--- src/rtl/fetch_unit.sv ---
// Instruction-fetch stage: owns the PC, drives instruction_memory and loads the IF/ID register.
// Optional performance counters are enabled by defining FETCH_PERF_CNT_EN.
module fetch_unit #(
  parameter logic [63:0] RESET_PC     = 64'h0,
  parameter int unsigned IMEM_BYTES   = 4095,
  parameter bit          HALT_ON_ZERO = 1'b1
) (
  input  logic        clk,
  input  logic        reset,
  input  logic        stall,
  input  logic        redirect_valid,
  input  logic [63:0] redirect_target,
  output logic [63:0] imem_addr,
  input  logic [31:0] imem_instr,
  output logic        if_id_valid,
  output logic [63:0] if_id_pc,
  output logic [31:0] if_id_instr,
  output logic [63:0] if_id_pc_plus4,
  output logic        halted,
`ifdef FETCH_PERF_CNT_EN
  output logic [63:0] perf_fetched,
  output logic [63:0] perf_stall_cycles,
`endif
  output logic        fetch_err
);

  localparam int unsigned PC_W    = 64;
  localparam int unsigned INSTR_W = 32;
  localparam logic [PC_W-1:0] LAST_PC = PC_W'(IMEM_BYTES) - PC_W'(4);

  typedef enum logic {
    ST_RUN  = 1'b0,
    ST_HALT = 1'b1
  } state_e;

  state_e             state_q, state_d;
  logic [PC_W-1:0]    pc_q, pc_d;
  logic               valid_q, valid_d;
  logic [PC_W-1:0]    id_pc_q, id_pc_d;
  logic [INSTR_W-1:0] id_instr_q, id_instr_d;
  logic [PC_W-1:0]    id_pc4_q, id_pc4_d;
  logic               err_q, err_d;
  logic [PC_W-1:0]    pc_plus4_c;
  logic               bad_target_c;

`ifdef FETCH_PERF_CNT_EN
  logic [63:0] fetched_q, fetched_d;
  logic [63:0] stalls_q, stalls_d;
`endif

  assign pc_plus4_c   = pc_q + PC_W'(4);
  assign bad_target_c = (redirect_target[1:0] != 2'b00) || (redirect_target > LAST_PC);

  // State and pipeline registers
  always_ff @(posedge clk) begin
    if (reset) begin
      state_q    <= ST_RUN;
      pc_q       <= RESET_PC;
      valid_q    <= 1'b0;
      id_pc_q    <= '0;
      id_instr_q <= '0;
      id_pc4_q   <= '0;
      err_q      <= 1'b0;
`ifdef FETCH_PERF_CNT_EN
      fetched_q  <= '0;
      stalls_q   <= '0;
`endif
    end else begin
      state_q    <= state_d;
      pc_q       <= pc_d;
      valid_q    <= valid_d;
      id_pc_q    <= id_pc_d;
      id_instr_q <= id_instr_d;
      id_pc4_q   <= id_pc4_d;
      err_q      <= err_d;
`ifdef FETCH_PERF_CNT_EN
      fetched_q  <= fetched_d;
      stalls_q   <= stalls_d;
`endif
    end
  end

  // Next-state: redirect beats stall; stall beats range/zero checks and fetch
  always_comb begin
    state_d    = state_q;
    pc_d       = pc_q;
    valid_d    = valid_q;
    id_pc_d    = id_pc_q;
    id_instr_d = id_instr_q;
    id_pc4_d   = id_pc4_q;
    err_d      = err_q;
`ifdef FETCH_PERF_CNT_EN
    fetched_d  = fetched_q;
    stalls_d   = stalls_q;
`endif
    case (state_q)
      ST_RUN: begin
        if (redirect_valid) begin
          valid_d = 1'b0;
          if (bad_target_c) begin
            state_d = ST_HALT;
            err_d   = 1'b1;
          end else begin
            pc_d = redirect_target;
          end
        end else if (stall) begin
`ifdef FETCH_PERF_CNT_EN
          stalls_d = stalls_q + 64'd1;
`endif
        end else if (pc_q > LAST_PC) begin
          state_d = ST_HALT;
          err_d   = 1'b1;
          valid_d = 1'b0;
        end else if (HALT_ON_ZERO && (imem_instr == '0)) begin
          state_d = ST_HALT;
          valid_d = 1'b0;
        end else begin
          valid_d    = 1'b1;
          id_pc_d    = pc_q;
          id_instr_d = imem_instr;
          id_pc4_d   = pc_plus4_c;
          pc_d       = pc_plus4_c;
`ifdef FETCH_PERF_CNT_EN
          fetched_d  = fetched_q + 64'd1;
`endif
        end
      end
      ST_HALT: begin
        valid_d = 1'b0;
      end
      default: begin
        state_d = ST_HALT;
        valid_d = 1'b0;
      end
    endcase
  end

  assign imem_addr      = pc_q;
  assign if_id_valid    = valid_q;
  assign if_id_pc       = id_pc_q;
  assign if_id_instr    = id_instr_q;
  assign if_id_pc_plus4 = id_pc4_q;
  assign halted         = (state_q == ST_HALT);
  assign fetch_err      = err_q;
`ifdef FETCH_PERF_CNT_EN
  assign perf_fetched      = fetched_q;
  assign perf_stall_cycles = stalls_q;
`endif

endmodule

--- config.mk ---
export PLATFORM = sky130hd
export DESIGN_NAME = fetch_unit
export DESIGN_NICKNAME = d
export VERILOG_FILES = /design/src/rtl/fetch_unit.sv
export SDC_FILE = /design/constraint.sdc
export NUM_CORES = 1
export LEC_CHECK = 0
export ABC_AREA = 1
export CAP_MARGIN = 30
export CORE_ASPECT_RATIO = 0.5
export CORE_MARGIN = 10
export CORE_UTILIZATION = 47
export CTS_CLUSTER_DIAMETER = 60
export CTS_CLUSTER_SIZE = 8
export DETAILED_ROUTE_END_ITERATION = 10
export HOLD_SLACK_MARGIN = 0.05
export PLACE_DENSITY = 0.95
export REMOVE_ABC_BUFFERS = 1
export SLEW_MARGIN = 20
export SYNTH_ARGS = -nofsm -noshare
export SYNTH_HDL_FRONTEND = slang
export SYNTH_SLANG_ARGS = --single-unit
--- constraint.sdc ---
create_clock -name clk -period 4.3 [get_ports clk]
set_clock_uncertainty 0.05 [all_clocks]
set_input_delay 0.86 -clock clk [delete_from_list [all_inputs] [get_ports clk]]
set_output_delay 0.86 -clock clk [all_outputs]
set_load 0.02 [all_outputs]
Yosys cells after proc, flatten, opt, wreduce, memory -nomap -nowiden
Index checks and enable logic that the tools add are counted.
{"block": "op_classes", "n_reduce_logical": 7, "n_lt_le_gt_ge": 2, "bitwise_logic": 5, "add_sub_neg": 1, "mux": 20, "eq_ne": 6}
{"cell": "2-to-1 mux 64 bit", "count": 5}
{"cell": "> comparator 64 x 12 -> 1 bit (second input constant)", "count": 2}
{"cell": "adder 64 x 3 -> 64 bit (second input constant)", "count": 1}
{"cell": "zero test 32 bit", "count": 1}
{"cell": "2-to-1 mux 1 bit", "count": 14}
{"cell": "AND reduction 5 bit", "count": 2}
{"cell": "inequality test 2 bit (second input constant)", "count": 3}
{"cell": "inverter 1 bit", "count": 5}
{"cell": "inequality test 2 x 1 -> 1 bit (second input constant)", "count": 2}
{"cell": "AND reduction 4 bit", "count": 1}
{"cell": "nonzero test 2 bit", "count": 2}
{"cell": "inequality test 3 bit (second input constant)", "count": 1}
{"cell": "case mux 1 bit (2 select lines)", "count": 1}
{"cell": "logical OR 1 bit", "count": 1}
{"block": "totals", "in_bits": 100, "reg_bits": 227, "wordCells": 48}

Longest topological paths before layout
Gate-level depths: netlist (run 1).
{"block": "logic_depth", "word_depth": 6, "ltp_mapped": 14, "mapped_depth_nobuf": 12}

Worst setup path after synthesis (run 1)
OpenSTA, ideal clock, no wires.
{"block": "synth_path", "kind": "input-to-reg", "start": "in redirect_target[59]", "end": "reg pc_q[48] (netlist: imem_addr[48])", "cell_stages": 11, "t_required_ns": 4.122, "n_path_buf": 2, "setup_time_ns": 0.128, "path_slack_ns": 2.134, "t_arrival_ns": 1.989, "path_cell_list": "or2_1 -> nor2_1 -> nand2_1 -> nor2_1 -> nand3_1 -> a21oi_1 -> nand2_2 -> buf_6 -> buf_6 -> nand2_1 -> nor2_1"}
{"block": "synth_between", "elab_chain_len": 4}
{"item": "start: declaration", "line_no": "12", "rtl": "input logic [63:0] redirect_target,"}
{"item": "> comparator 64 x 12 -> 1 bit", "line_no": "52", "rtl": "assign bad_target_c = (redirect_target[1:0] != 2'b00) || (redirect_target > LAST_PC);"}
{"item": "logical OR 1 bit", "line_no": "52"}
{"item": "inequality test 2 bit (no source line)"}
{"item": "AND reduction 5 bit (no source line)"}
{"item": "end signal: assignment", "line_no": "70", "rtl": "pc_q <= pc_d;"}
{"item": "end: declaration", "line_no": "37", "rtl": "logic [PC_W-1:0] pc_q, pc_d;"}
Every way passes these cells.
A chain may end at the register's enable or synchronous reset.

Worst setup path after layout (run 1)
{"block": "layout_path", "start": "in redirect_valid", "end": "reg pc_q[10] (netlist: imem_addr[10])"}
{"block": "layout_between", "elab_chain_len": 2, "elab_cells_between_ends": 6, "cone_classes": "eq/ne (4); mux (1); reduce/logical (1)"}
{"item": "start: declaration", "line_no": "11", "rtl": "input logic redirect_valid,"}
{"item": "inequality test 2 bit (no source line) or inequality test 2 x 1 -> 1 bit (tied branches)"}
{"item": "AND reduction 5 bit (no source line)"}
Parallel ways exist; a longest one is shown, timed or not.

==> results of run 1 <==
## flip-flops by register name, summed over array words and instances (netlist names)
name            count
fetch_err           1
halted              1
if_id_instr        32
if_id_pc_plus4     62
imem_addr          64
if_id_valid         1
if_id_pc           64
## metal layers
metal,wire (um),up-vias,share of wire,track usage
met3,1910,106,0.066,0.0583
met1,10600,3729,0.36,0.234
li1,-,3944,-,-
met4,1680,0,0.058,0.142
met2,14900,381,0.51,0.425
met5,0,-,0,0.00406
## power by group
part	switching, uW	total (uW)	internal (uW)
Sequential	38.1	2180	2140
Clock	925	2340	1420
Combinational	292	517	224
Total	1260	5040	3780
## layout make-up
cell class / instances / area, sq um / share of cell area
Multi-Input combinational cell: 643 / 2750 / 0.219
Inverter: 200 / 753 / 0.0600
Timing Repair Buffer: 331 / 3320 / 0.265
Tap cell: 234 / 293 / 0.0233
Sequential cell: 225 / 4500 / 0.359
Clock inverter: 4 / 67.6 / 0.00539
Clock buffer: 35 / 855 / 0.0681
## placed cells by master (no fill, tap or decap), types with 2 or more instances in the layout
master / count
a21oi_1: 6
buf_12: 2
buf_4: 3
clkbuf_16: 34
clkdlybuf4s50_1: 325
dfxtp_1: 225
ha_1: 2
inv_1: 197
inv_2: 2
nand2_1: 217
nand2_2: 2
nand3_1: 122
nand3_2: 2
nand4_1: 7
nor2_1: 238
nor3_1: 27
nor3b_1: 2
o21ai_0: 4
xor2_1: 9
## critical path, stage by stage
cell	delay [ns]
clkdlybuf4s50_1	0.77
inv_2	0.24
nand2_1	0.11
inv_1	0.07
nor2_1	0.16
inv_1	0.06
a21oi_1	0.19
nand2_2	0.55
nand2_1	0.27
nand2_1	0.09
nor2_1	0.11
## cell families (layout without fill, tap and decap cells)
kind of cell / count (synthesis) / in the layout
xor gates and xnor gates: 9 / 9
AOI/OAI and AO/OA: 11 / 11
adders and majority gates: 2 / 2
DFF: 225 / 225
buffers and inverters: 260 / 570
and+or+nand+nor: 621 / 621
## worst paths after layout
| path | depth (start not counted) | slack [ns] | start | endpoint |
|---|---|---|---|---|
| worst max-delay path | 11 | 1.19 | redirect_valid | imem_addr[10]$_SDFFE_PP0P_ |
| worst min-delay path | 2 | 0.40 | if_id_pc[39]$_SDFFE_PP0P_ | if_id_pc[39]$_SDFFE_PP0P_ |
| worst max register to register | 13 | 1.62 | imem_addr[3]$_SDFFE_PP0P_ | if_id_pc[10]$_SDFFE_PP0P_ |
| worst min register to register | 2 | 0.40 | if_id_pc[39]$_SDFFE_PP0P_ | if_id_pc[39]$_SDFFE_PP0P_ |
## cell usage after synthesis
library cell / number / area (sq um)
a21oi_1: 6 / 30.0
buf_1: 12 / 45.0
buf_2: 8 / 40.0
buf_4: 16 / 120
buf_6: 10 / 113
clkbuf_1: 14 / 52.6
dfxtp_1: 225 / 4500
ha_1: 2 / 25.0
inv_1: 197 / 739
inv_2: 3 / 11.3
nand2_1: 217 / 815
nand2_2: 2 / 12.5
nand2_4: 1 / 11.3
nand3_1: 122 / 611
nand3_2: 2 / 20.0
nand4_1: 7 / 43.8
nor2_1: 238 / 893
nor2_2: 1 / 6.26
nor2_4: 1 / 11.3
nor3_1: 27 / 135
nor3b_1: 2 / 15.0
o21a_1: 1 / 7.51
o21ai_0: 4 / 20.0
or2_1: 1 / 6.26
xor2_1: 9 / 78.8
## through the flow
stage / worst slack [ns] / utilization / hold slack (ns) / area (sq um)
finish: 1.19 / 0.721 / 0.401 / 12500
detailed placement: 0.832 / 0.668 / 0.395 / 11600
global route: 0.871 / 0.721 / 0.418 / 12500
floorplan: 1.50 / - / 0.468 / 8000
CTS: 1.24 / 0.721 / 0.404 / 12500
global placement: 0.968 / 0.668 / 0.389 / 11600
==> impl_metrics.tcl, run 1 <==
set metrics [dict create \
    cts_setup_buffers 0 \
    io_buffers 326 \
    post_drt_wl_per_cell_um 17.4 \
    fin_nets 1537 \
    syn_to_final_growth_pct 49.9 \
    num_vias 8160 \
    antenna_found_initial 0 \
    num_rows 34 \
    diodes 0 \
    synth_top_family_by_area "simple AND/OR/NAND/NOR gates" \
    dp_hpwl_um 20300 \
    ir_drop_mv 0.273 \
    die-width_um 209 \
    tritoncts "yes" \
    ys_seq_area_frac 0.538 \
    synthSimpleGateAreaFrac 0.308 \
    ys_ff_latch 225 \
    slew_headroom 0.402 \
    dp_cells 1633 \
    cap_violations 0 \
    cts_resized 0 \
    tightest_slew_ns 0.894 \
    ys_warn_count 0 \
    place.gp.congestion 0.916 \
    tns_ns 0 \
    gr-usage-all-layers 0.231 \
    finalCritPeriodShare 0.723 \
    fillCellCount 1131 \
    finalHoldViolCount 0 \
    startpoint_type "primary input" \
    ios 327 \
    cp_max_fo 49 \
    final_cells 1672 \
    synthXorXnorAreaFrac 0.00942 \
    ys_types 25 \
    dieArea_sq_um 23900 \
    finalWirelength_um 29000 \
    grt_max_degree 130 \
    p_per_area_nw_per_um2 402 \
    maxSlewViolCount 0 \
    finalPower_uw 5040 \
    core_area_sq_um 17400 \
    numCtsBuffers 34 \
    cts.sinks 225 \
    drt_iter0_markers 573 \
    first_pass_iters 6 \
    ant_nets 0 \
    viasPerCell 4.88 \
    gr-total-overflow 0 \
    required_ns 4.68 \
    htreeDepth 2 \
    setup_violations 0 \
    fmax_ghz 0.322 \
    min_period_ns 3.11 \
    path_class "in -> reg" \
    synth_fa_ha_area_frac 0.00299 \
    die_h_um 114 \
    clkTransAtPathRegs_ns 0.05 \
    grt_pass1_vias 8424 \
    drcViolationCount 0 \
    critPathArrivalTime_ns 3.49 \
    outcome "finished, final reports clean" \
    synthMuxAreaShare 0 \
    drive_above_1_share 0.0376 \
    clock_latency_ns 0.51 \
    grt_pass1_wl_um 44900 \
    initial_utilization 0.481 \
    synth_cells 1128 \
    power_leakage_uw 0.00609 \
    syn_avg_cell_area_sq_um 7.42 \
    netlist_area_sq_um 8370 \
    postCtsHoldBufs 0 \
    worstHoldPathType "reg -> reg" \
    synth_compound_area_frac 0.00688 \
    endpoint_kind "flip-flop" \
    rsz0062_at_grt "false" \
    root_buffer "clkbuf_16" \
    cts_buffer_depth 3 \
]
(Power assumes the default switching activity.)
==> run 2: changes to the inputs <==
--- a/config.mk
+++ b/config.mk
@@ -9,12 +9,12 @@
 export CAP_MARGIN = 30
 export CORE_ASPECT_RATIO = 0.5
 export CORE_MARGIN = 10
-export CORE_UTILIZATION = 47
+export CORE_UTILIZATION = 44
 export CTS_CLUSTER_DIAMETER = 60
 export CTS_CLUSTER_SIZE = 8
 export DETAILED_ROUTE_END_ITERATION = 10
 export HOLD_SLACK_MARGIN = 0.05
-export PLACE_DENSITY = 0.95
+export PLACE_DENSITY = 0.91
 export REMOVE_ABC_BUFFERS = 1
 export SLEW_MARGIN = 20
 export SYNTH_ARGS = -nofsm -noshare
==> constraint.sdc (replaced) <==
create_clock -name clk -period 2.95 [get_ports clk]
set_clock_uncertainty 0.05 [all_clocks]
set_input_delay 0.59 -clock clk [delete_from_list [all_inputs] [get_ports clk]]
set_output_delay 0.59 -clock clk [all_outputs]
set_load 0.02 [all_outputs]
==> run 2 against run 1 <==
  * Non-clock buffer count up 11
  * Flip-flop and latch count unchanged
  * Die area up 5.9%
  * Cell count up 2.1%
  * Via count up 0.91%
  * Utilization down 3.7 points
  * Power up 45%
  * Hold slack about the same
  * Design area up 1.0%
  * Register-to-register slack worse by 0.93 ns
  * Clock-buffer cell count up 1
  * Largest cell class unchanged
  * Largest power group unchanged
==> impl_metrics.tcl, run 2 (same netlist as run 1, synthesis figures left out) <==
set metrics [dict create \
    outcome "finished, final reports clean" \
    endpoint_kind "output pin" \
    cap_violations 0 \
    place.gp.congestion 0.895 \
    cts.sinks 225 \
    p_per_area_nw_per_um2 576 \
    ir_drop_mv 0.533 \
    gr-usage-all-layers 0.218 \
    rsz0062_at_grt "false" \
    cp_cell_sequence "clkdlybuf4s50_1" \
    first_pass_iters 5 \
    critPathBufInv 1 \
    post_drt_wl_per_cell_um 17.0 \
    finalCritPeriodShare 0.780 \
    tightest_slew_ns 0.658 \
    drive_above_1_share 0.0442 \
    fin_nets 1548 \
    finalHoldViolCount 0 \
    fin_util 0.684 \
    viasPerCell 4.82 \
    syn_to_final_growth_pct 51.4 \
    htreeDepth 2 \
    dieArea_sq_um 25300 \
    ios 327 \
    clock_power_share 0.459 \
    clock_latency_ns 0.49 \
    grt_max_degree 64 \
    worstHoldPathType "reg -> reg" \
    setup_violations 0 \
    multi_input_area_sq_um 2750 \
    tritoncts "yes" \
    initial_utilization 0.452 \
    grt_pass1_wl_um 45200 \
    switching_share 0.240 \
    combPwrFrac 0.106 \
    dp_hpwl_um 21200 \
    final_area_sq_um 12700 \
    slowest_delay_ns 0.69 \
    hold_slack_ns 0.401 \
    regArea_sq_um 4500 \
    fmax_ghz 0.435 \
    reg2reg_depth 13 \
    slew_headroom 0.562 \
    cp_top_family "buffers and inverters" \
    fillCellCount 1357 \
    ant_nets 0 \
    final_cell_mix "clkdlybuf4s50_1, nor2_1, dfxtp_1" \
    diodes 0 \
    numCtsBuffers 34 \
    path_class "reg -> out" \
    mostFrequentLayoutCell "clkdlybuf4s50_1" \
    required_ns 2.31 \
    gr-total-overflow 0 \
    grt_pass1_vias 8459 \
    startpoint_type "flip-flop" \
    drcViolationCount 0 \
    core_area_sq_um 18500 \
    drt_iter0_markers 573 \
    die-width_um 215 \
    cp_slowest_cell "clkdlybuf4s50_1" \
    worst-path-stages 1 \
    cts_buffer_depth 3 \
    p_switching_uw 1750 \
    num_rows 35 \
    p_seq_frac 0.434 \
    maxSlewViolCount 0 \
    finalWirelength_um 29000 \
    clkTransAtPathRegs_ns 0.05 \
    cts_setup_buffers 0 \
    io_buffers 326 \
    dpl_cell_area_sq_um 11800 \
    critPathArrivalTime_ns 1.66 \
    cp_max_fo 6 \
    holdPathStages 2 \
    num_vias 8234 \
    min_period_ns 2.30 \
    power_leakage_uw 0.00615 \
    internal-power_uw 5540 \
    die_h_um 118 \
    cts_resized 0 \
    tns_ns 0 \
    antenna_found_initial 0 \
    root_buffer "clkbuf_16" \
    postCtsHoldBufs 0 \
]
==> run 2: power groups by stage <==
stage / clock (uW) / sequential, uW / combinational (uW)
after detailed placement: 0 / 3230 / 767
after global routing: 3560 / 3170 / 841
after global placement: 0 / 3220 / 741
final: 3350 / 3170 / 777
after floorplan: 0 / 3300 / 263
after CTS: 3420 / 3170 / 776
==> run 2: final timing paths <==
check        slack (ns)                       from                         to
min                0.40  if_id_pc[32]$_SDFFE_PP0P_  if_id_pc[32]$_SDFFE_PP0P_
max                0.65  imem_addr[3]$_SDFFE_PP0P_               imem_addr[3]
max reg2reg        0.69  imem_addr[3]$_SDFFE_PP0P_  if_id_pc[10]$_SDFFE_PP0P_
min reg2reg        0.40  if_id_pc[32]$_SDFFE_PP0P_  if_id_pc[32]$_SDFFE_PP0P_
==> run 2: final cells by class <==
class,count,area share
Tap cell,259,0.0256
Timing Repair Buffer,342,0.272
Sequential cell,225,0.356
Clock buffer,36,0.0694
Clock inverter,2,0.00138
Inverter,200,0.0595
Multi-Input combinational cell,643,0.217
==> run 2: routing by layer <==
layer	routed length, um	share of wire	GRT usage
met1	10500	0.36	0.217
met2	15300	0.53	0.415
met3	1770	0.061	0.0531
met4	1420	0.049	0.107
met5	0	0	0
==> run 2: per-stage QoR <==
step	cells	worst slack [ns]	total power [uW]
after detailed placement	1669	0.271	3990
after floorplan	1068	0.216	3570
after CTS	1707	0.645	7370
after global placement	1669	0.336	3960
after global routing	1707	0.547	7570
final	1707	0.649	7300
